$ cat src/rtl/regfile_write_arbiter.sv
// regfile_write_arbiter
//   Shares the register file's single write port (AD3/WE3/WD3) between two writers:
//   the in-order pipeline writeback and a long-latency unit that uses valid/ready.
//   The pipeline normally wins the port. After STARVE_LIMIT consecutive cycles in
//   which the long-latency unit is refused, it is promoted and wins the next grant.
//   A busy scoreboard marks registers that still wait for a long-latency result, so
//   decode can stall on RAW (hazard) and WAW (issue_stall) dependencies.
//
// Ports
//   clk, rst_n                      clock, asynchronous active-low reset
//   pipe_we/pipe_rd/pipe_wd         pipeline writeback request
//   pipe_stall                      pipeline write not granted; hold and retry
//   lu_valid/lu_rd/lu_wd, lu_ready  long-latency result handshake
//   issue_valid/issue_rd            long-latency dispatch; issue_stall on WAW
//   rs1/rs2, hazard                 decode sources; pending long-latency write
//   AD3/WE3/WD3                     register file write port
module regfile_write_arbiter #(
  parameter int ADDR_WIDTH   = 5,
  parameter int DATA_WIDTH   = 32,
  parameter int STARVE_LIMIT = 4
) (
  input  logic                  clk,
  input  logic                  rst_n,
  input  logic                  pipe_we,
  input  logic [ADDR_WIDTH-1:0] pipe_rd,
  input  logic [DATA_WIDTH-1:0] pipe_wd,
  output logic                  pipe_stall,
  input  logic                  lu_valid,
  input  logic [ADDR_WIDTH-1:0] lu_rd,
  input  logic [DATA_WIDTH-1:0] lu_wd,
  output logic                  lu_ready,
  input  logic                  issue_valid,
  input  logic [ADDR_WIDTH-1:0] issue_rd,
  output logic                  issue_stall,
  input  logic [ADDR_WIDTH-1:0] rs1,
  input  logic [ADDR_WIDTH-1:0] rs2,
  output logic                  hazard,
  output logic [ADDR_WIDTH-1:0] AD3,
  output logic                  WE3,
  output logic [DATA_WIDTH-1:0] WD3
);

  localparam int         NREG  = 1 << ADDR_WIDTH;
  localparam logic [3:0] LIMIT = 4'(STARVE_LIMIT);

  typedef enum logic {
    PIPE_PRI,
    LU_PRI
  } state_t;

  state_t          state;
  logic [3:0]      cnt;
  logic [3:0]      cnt_inc;
  logic [NREG-1:0] busy;
  logic [NREG-1:0] busy_next;

  logic preq;
  logic lreq;
  logic conflict;
  logic lu_grant;
  logic pipe_grant;
  logic issue_set;

  // Writes to x0 are discarded, so they never compete for the port.
  assign preq     = pipe_we && (pipe_rd != '0);
  assign lreq     = lu_valid && (lu_rd != '0);
  assign conflict = preq && lreq;

  assign lu_grant   = lreq && ((state == LU_PRI) || !preq);
  assign pipe_grant = preq && !lu_grant;

  // Outputs are qualified by rst_n so they read 0 the moment reset asserts,
  // not only after the next clock edge.
  assign pipe_stall  = rst_n && preq && !pipe_grant;
  assign lu_ready    = rst_n && lu_valid && (lu_grant || (lu_rd == '0));
  assign hazard      = rst_n && (busy[rs1] || busy[rs2]);
  assign issue_stall = rst_n && busy[issue_rd];

  assign issue_set = issue_valid && (issue_rd != '0) && !busy[issue_rd];
  assign cnt_inc   = (cnt == 4'hF) ? cnt : cnt + 4'd1;

  // Write-port mux.
  always_comb begin
    // NOTE: every signal driven here gets a default first; a path that leaves
    // one unassigned would infer a latch.
    WE3 = 1'b0;
    AD3 = '0;
    WD3 = '0;
    if (rst_n) begin
      if (lu_grant) begin
        WE3 = 1'b1;
        AD3 = lu_rd;
        WD3 = lu_wd;
      end else if (pipe_grant) begin
        WE3 = 1'b1;
        AD3 = pipe_rd;
        WD3 = pipe_wd;
      end
    end
  end

  // Scoreboard update: the clear is applied before the set so a same-cycle
  // set to the same register wins.
  always_comb begin
    busy_next = busy;
    if (lu_ready) busy_next[lu_rd] = 1'b0;
    if (issue_set) busy_next[issue_rd] = 1'b1;
    busy_next[0] = 1'b0;
  end

  // Priority FSM with starvation counter.
  always_ff @(posedge clk or negedge rst_n) begin
    if (!rst_n) begin
      state <= PIPE_PRI;
      cnt   <= '0;
    end else begin
      // NOTE: sequential state uses non-blocking assignments so every flop
      // samples the pre-edge values regardless of statement order.
      case (state)
        PIPE_PRI: begin
          if (!lu_valid || lu_ready) begin
            cnt <= '0;
          end else if (conflict) begin
            cnt <= cnt_inc;
            if (cnt_inc >= LIMIT) state <= LU_PRI;
          end
        end
        LU_PRI: begin
          // Leave on the handshake, or if the requester withdrew lu_valid.
          if (lu_ready || !lu_valid) begin
            state <= PIPE_PRI;
            cnt   <= '0;
          end
        end
        default: begin
          state <= PIPE_PRI;
          cnt   <= '0;
        end
      endcase
    end
  end

  always_ff @(posedge clk or negedge rst_n) begin
    // NOTE: busy is a flop vector, not a RAM, so it is cleared by reset; a
    // pending long-latency result is dropped and must be re-presented.
    if (!rst_n) busy <= '0;
    else        busy <= busy_next;
  end

endmodule

$ cat config.mk
export PLATFORM = sky130hd
export DESIGN_NAME = regfile_write_arbiter
export DESIGN_NICKNAME = d
export VERILOG_FILES = /design/src/rtl/regfile_write_arbiter.sv
export SDC_FILE = /design/constraint.sdc
export NUM_CORES = 1
export LEC_CHECK = 0
export BUFFER_PORTS_ARGS = -buffer_cell sky130_fd_sc_hd__buf_2
export CAP_MARGIN = 25
export CORE_ASPECT_RATIO = 0.75
export CORE_MARGIN = 4
export CORE_UTILIZATION = 40
export DETAILED_ROUTE_END_ITERATION = 10
export GPL_ROUTABILITY_DRIVEN = 0
export GPL_TIMING_DRIVEN = 0
export HOLD_SLACK_MARGIN = 0.02
export PLACE_DENSITY_LB_ADDON = 0.08
export SETUP_SLACK_MARGIN = 0.3
export SLEW_MARGIN = 20
export SYNTH_ARGS = -nofsm -noshare
export SYNTH_HDL_FRONTEND = slang
export SYNTH_SLANG_ARGS = --single-unit
$ cat constraint.sdc
create_clock -name clk -period 2.3 [get_ports clk]
set_input_delay 0.345 -clock clk [delete_from_list [all_inputs] [get_ports clk]]
set_output_delay 0.345 -clock clk [all_outputs]
set_load 0.01 [all_outputs]
==> results.ini, run 1 <==
[route]
num_vias=3893
avgViaCountPerCell=5.95
drtAntennaViolNets=0
wl_per_cell_um=19.0
drtIter0Drc=286
drt_wl_total_um=12400
dr.pass1.iters=6
drc=0

[critical_path]
start_kind=primary input
crit_path_start=pipe_rd[4]
end_kind=output port
crit_arrival_ns=2.11
cp-endpoint=WD3[28]
reg2reg_to=busy[4]
regToRegSetupSlack_ns=0.07
critPathKind=in -> out
crit_required_ns=1.96
crit_fanout=9
r2r_cells=6
r2r-start=busy[14]

[sta]
maxSlewViolCount=0
clock-skew-final_ns=0.00850
tightest_slew_ns=0.706
hold_viol=0
final-setup-viol-count=38
worst_slack_ns=-0.158
fin_crit_ns=2.46
slew_headroom_pct=52.9
min_period_over_period_pct=107
max_freq_mhz=407
rsz0062_at_grt=true

[cells_and_area]
fillers=691
design_area_um2=4980
antenna_cells=0
syn2layout_area_growth_pct=55.0
drive_above_1_share_pct=57.4
fin_nets=644

[run_status]
status=finished, violations left
failed_checks=setup timing

[run]
drv_cap=0

[grt]
grt_max_degree=40
grtUsageMet1_pct=35.0
grt_antenna_before_repair=0
grt.busiest_layer=met2
grt.total_usage_pct=25.1
use_met3_pct=6.14
grt_pass1_wl_um=19400
grt_pass1_vias=3699
use_met2_pct=39.4
gr-total-overflow=0

[logic_synthesis]
synth.top_cell.area_share_pct=28.0
synth_nets=483
avgSynthCellArea_um2=8.28
synth-edff-count=0
yosys.cell_count.top_type=o21ai_0
ys_top_cells_by_count=58 x o21ai_0, 48 x nand2_1, 45 x a21oi_1, 45 x nand3_1, 36 x dfrtp_1
synth_area_leader_cell=dfrtp_1
synth_area_leaders=dfrtp_1 28%, mux4_2 9.8%, o21ai_0 9.0%
syn_area_um2=3210
syn_inst=388
ys.flop_type=dfrtp_1
ys_types=56
seq_area_frac_synth_pct=28.0
async_flop_share_pct=100
ys_seq_elements=36
yosysWarnings=0

[clock_network]
clockRootBuffer=clkbuf_8
cts_sinks=36
cts_tree=done
path_clk_slew_ns=0.07
clk_path_buf_depth=2
htreeDepth=2
numCtsBuffers=5
clock_latency_ns=0.30

[floorplanning]
core_um2=7850
rows=28
start_util_pct=41.0
die_h_um=85.6
pin_count=136
die-area_um2=9550
fp.dieW_um=112

[pwr]
vdd_drop_max_uv=398
power-per-cell-area_nw_per_um2=504
finalPower_mw=2.51
p_leak_nw=2.11

[placed_design]
place_area_um2=4160
io_buffers=125
dp_hpwl_um=8890

[hold_path]
hp-class=in -> async

## layout by cell type (no fill, tap or decap), types with 10 or more instances in the layout
cell type  instances
nand3_2           26
dfrtp_1           31
nor2_1            12
buf_2            126
mux4_2            16
a21oi_1           14
o21ai_0           24
a21oi_2           31
buf_6             13
nand2_1           38
mux2i_1           10
o21ai_1           16
buf_4             18
nand3_1           16
o21ai_2           18
## registers in the layout, indices dropped and copies added, names as in the netlist
signal	cells
busy	31
cnt	4
state	1
## per-layer routing
metal	vias up	routed length [um]
li1	1794	-
met1	1907	5270
met2	171	5890
met3	21	1060
met4	0	218
met5	-	0
## final cells by class
class / instances / area, um2 / share of cell area, %
flip-flops and latches: 36 / 907 / 18.2
clock buffers: 6 / 72.6 / 1.46
inverters: 8 / 31.3 / 0.628
repair buffers: 154 / 983 / 19.7
well taps: 105 / 131 / 2.64
clock inverters: 1 / 5.00 / 0.100
multi-input cells: 313 / 2600 / 52.1
plain buffers: 31 / 255 / 5.12
## how the worst min path moves through the flow
stage | cells after the start | slack [ns] | end | startpoint
finish | 2 | 0.03 | busy[28] | rst_n
global route | 2 | 0.04 | busy[28] | rst_n
CTS | 1 | -0.04 | busy[28] | rst_n
detailed placement | 1 | 0.52 | busy[31] | rst_n
global placement | 1 | 0.51 | busy[31] | rst_n
floorplan | 0 | 0.05 | busy[10] | rst_n
## logic make-up after synthesis
kind of cell,share of synthesized area (%)
and+or+nand+nor,23.3
AOI/OAI and AO/OA,25.2
buffers and inverters,5.92
DFF,28.0
muxes,16.9
xor gates and xnor gates,0.273
adders and majority gates,0.389
## power by group
part | switching, mW | internal, mW | total [mW]
Combinational | 0.522 | 0.569 | 1.09
Clock | 0.224 | 0.206 | 0.430
Sequential | 0.206 | 0.784 | 0.990
Total | 0.953 | 1.56 | 2.51
## metrics by stage
stage	hold WS (ns)	worst slack [ns]	setup TNS [ns]	instances	utilization, %
final	0.0320	-0.158	-4.49	654	63.5
after global placement	0.511	-0.464	-15.50	618	52.9
after global routing	0.0439	-0.204	-6.66	654	63.5
after floorplan	0.0494	0.0431	0	388	-
after CTS	-0.0355	-0.122	-3.77	645	59.7
after detailed placement	0.524	-0.504	-16.31	619	52.9
## worst max-delay path: stages
cell and delay [ns]:
buf_6 0.09, or4_4 0.53, o21a_1 0.21, buf_6 0.13
a21o_1 0.18, buf_12 0.16, buf_8 0.13, nand3_1 0.09
a21oi_1 0.08, buf_2 0.17
## timing repair
item,in CTS,in global routing
setup endpoints to repair,72,73
hold endpoints to repair,36,36
pin swaps,35,13
setup buffers,17,6
cloned,2,2
resized for setup,89,63
(Power assumes the default switching activity.)
==> run 2: changes to the inputs <==
--- a/config.mk
+++ b/config.mk
@@ -5,16 +5,16 @@
 export SDC_FILE = /design/constraint.sdc
 export NUM_CORES = 1
 export LEC_CHECK = 0
-export BUFFER_PORTS_ARGS = -buffer_cell sky130_fd_sc_hd__buf_2
 export CAP_MARGIN = 25
 export CORE_ASPECT_RATIO = 0.75
 export CORE_MARGIN = 4
 export CORE_UTILIZATION = 40
 export DETAILED_ROUTE_END_ITERATION = 10
+export DONT_BUFFER_PORTS = 1
 export GPL_ROUTABILITY_DRIVEN = 0
 export GPL_TIMING_DRIVEN = 0
 export HOLD_SLACK_MARGIN = 0.02
-export PLACE_DENSITY_LB_ADDON = 0.08
+export PLACE_DENSITY = 0.54
 export SETUP_SLACK_MARGIN = 0.3
 export SLEW_MARGIN = 20
 export SYNTH_ARGS = -nofsm -noshare
==> run 2 against run 1 <==
Largest power group unchanged. First-iteration DRC count down 8.4%. Clock power up 9.3%. Fmax rose by 6.0%. Worst hold slack improved by 0.30 ns. Routed wire length rose by 6.5%. The flow still finishes with violations (setup timing). Sequential cell count unchanged. Critical endpoint is now WD3[10].
==> results.ini, run 2 (synthesis results as in run 1) <==
[run_status]
status=finished, violations left  ; unchanged
failed_checks=setup timing  ; unchanged

[grt]
grt_pass1_wl_um=19800  ; was 19400 um
grt_pass1_vias=3458  ; was 3699
gr-total-overflow=0  ; unchanged
grt_antenna_before_repair=0  ; unchanged
grt.total_usage_pct=26.0  ; was 25.1%
grt_max_degree=37  ; was 40

[sta]
maxSlewViolCount=0  ; unchanged
min_period_over_period_pct=101  ; was 107%
rsz0062_at_grt=true  ; unchanged
clock-skew-final_ns=0.00585  ; was 0.00850 ns
max_freq_mhz=431  ; was 407 MHz
tightest_slew_ns=1.17  ; was 0.706 ns
final-setup-viol-count=2  ; was 38
worst_slack_ns=-0.0194  ; was -0.158 ns
fin_crit_ns=2.32  ; was 2.46 ns
hold_viol=0  ; unchanged
slew_headroom_pct=21.8  ; was 52.9%

[clock_network]
clock_latency_ns=0.29  ; was 0.30 ns
htreeDepth=2  ; unchanged
cts_tree=done  ; unchanged
clk_path_buf_depth=2  ; unchanged
clockRootBuffer=clkbuf_8  ; unchanged
numCtsBuffers=5  ; unchanged
path_clk_slew_ns=0.07  ; about the same
cts_sinks=36  ; unchanged

[critical_path]
cpPeakStageDelay_ns=0.53  ; about the same
crit_arrival_ns=1.97  ; was 2.11 ns
crit_fanout=9  ; unchanged
critPathBufInv=3  ; was 5
crit_family=simple AND/OR/NAND/NOR gates  ; was buffers and inverters
worstPathCellList=or4_4 -> o21a_1 -> buf_6 -> a21oi_4 -> buf_12 -> buf_8 -> nand2_4 -> a21oi_4  ; was buf_6 -> or4_4 -> o21a_1 -> buf_6 -> a21o_1 -> buf_12 -> buf_8 -> nand3_1 -> a21oi_1 -> buf_2
slowest_stage=or4_4  ; unchanged
crit_top_cell=a21oi_4  ; was buf_6
start_kind=primary input  ; unchanged
critPathKind=in -> out  ; unchanged
crit_required_ns=1.96  ; about the same
end_kind=output port  ; unchanged

[cells_and_area]
largest_reg_flops=31  ; unchanged
final_cell_mix=37 x o21ai_0, 36 x a21oi_4, 33 x dfrtp_1  ; was 126 x buf_2, 38 x nand2_1, 31 x a21oi_2, 31 x dfrtp_1, 26 x nand3_2
fin_nets=532  ; was 644
post-route-util_pct=65.2  ; was 63.5%
antenna_cells=0  ; unchanged
instances_no_fill=543  ; was 654
syn2layout_area_growth_pct=59.2  ; was 55.0%
top_register=busy  ; unchanged
top_regs=busy (31), cnt (4), state (1)  ; unchanged
final_common_cell=o21ai_0  ; was buf_2
design_area_um2=5120  ; was 4980 um2
drive_above_1_share_pct=55.5  ; was 57.4%

[route]
drtAntennaViolNets=0  ; unchanged
num_vias=3572  ; was 3893
dr.pass1.iters=5  ; was 6
drt_wl_total_um=13300  ; was 12400 um
drtIter0Drc=262  ; was 286
wl_per_cell_um=24.4  ; was 19.0 um
avgViaCountPerCell=6.58  ; was 5.95
drc=0  ; unchanged

[floorplanning]
rows=28  ; unchanged
pin_count=136  ; unchanged
core_um2=7850  ; unchanged
start_util_pct=41.0  ; unchanged
die-area_um2=9550  ; unchanged
die_h_um=85.6  ; unchanged
fp.dieW_um=112  ; unchanged

[pwr]
finalPower_mw=2.60  ; was 2.51 mW
p_leak_nw=1.83  ; was 2.11 nW
power-per-cell-area_nw_per_um2=508  ; was 504 nW/um2
vdd_drop_max_uv=347  ; was 398 uV

[placed_design]
io_buffers=0  ; was 125
dp_hpwl_um=8030  ; was 8890 um
dp_slack_ns=-0.225  ; was -0.504 ns
place_area_um2=3530  ; was 4160 um2
dp.cells=494  ; was 619

[hold_path]
hp-class=in -> reg  ; was in -> async

[run]
drv_cap=0  ; unchanged

## run 2: cell count changes in the layout (fill, tap and decap cells not counted), sizes merged
cell           change
buf              -114
clkbuf             +2
clkinv             -1
clkdlybuf4s18      +1
dlygate4sd3        +1
## run 2: area by class of cell
cell class,count,area (um2)
repair buffers,42,463
clock buffers,8,90.1
plain buffers,31,282
fillers,603,2730
well taps,105,131
inverters,8,30.0
multi-input cells,313,3220
flip-flops and latches,36,905
## run 2: power by group
part | total [mW] | leakage (nW) | switching, mW | internal, mW
clock | 0.470 | 0.0455 | 0.226 | 0.245
combinational | 1.16 | 1.35 | 0.582 | 0.576
sequential | 0.973 | 0.431 | 0.192 | 0.782
total | 2.60 | 1.83 | 0.999 | 1.60
## run 2: path summary, 6_finish.rpt
| check | startpoint | to | slack, ns | cells after the start |
|---|---|---|---|---|
| min | lu_valid | state | 0.33 | 2 |
| min reg2reg | cnt[1] | cnt[1] | 0.59 | 2 |
| min in group asynchronous | rst_n | busy[1] | 0.51 | 2 |
| max | pipe_rd[4] | WD3[10] | -0.02 | 8 |
| max reg2reg | busy[31] | busy[1] | 0.09 | 5 |
| max in group asynchronous | rst_n | busy[15] | 1.60 | 2 |
## run 2: metal layers
layer / global-route usage, % / wire length [um] / up-vias
met2: 41.7 / 6440 / 202
met5: 0 / 0 / -
li1: - / - / 1567
met4: 6.52 / 275 / 0
met1: 35.4 / 5250 / 1771
met3: 6.84 / 1290 / 32
## run 2: through the flow
step	hold slack [ns]	setup TNS, ns
after floorplan	0.0494	0
after global placement	0.0510	-8.23
after detailed placement	0.0513	-4.47
after CTS	0.316	0
after global routing	0.330	-0.256
final	0.334	-0.0264
## run 2: timing repair
action | in CTS | in global routing
pin swaps | 78 | 23
buffers inserted | 27 | 3
setup endpoints to repair | 64 | 67
gates cloned | 5 | 2
gates resized for setup | 192 | 66
endpoints found under the hold margin | 36 | 0
hold buffers | 2 | 0
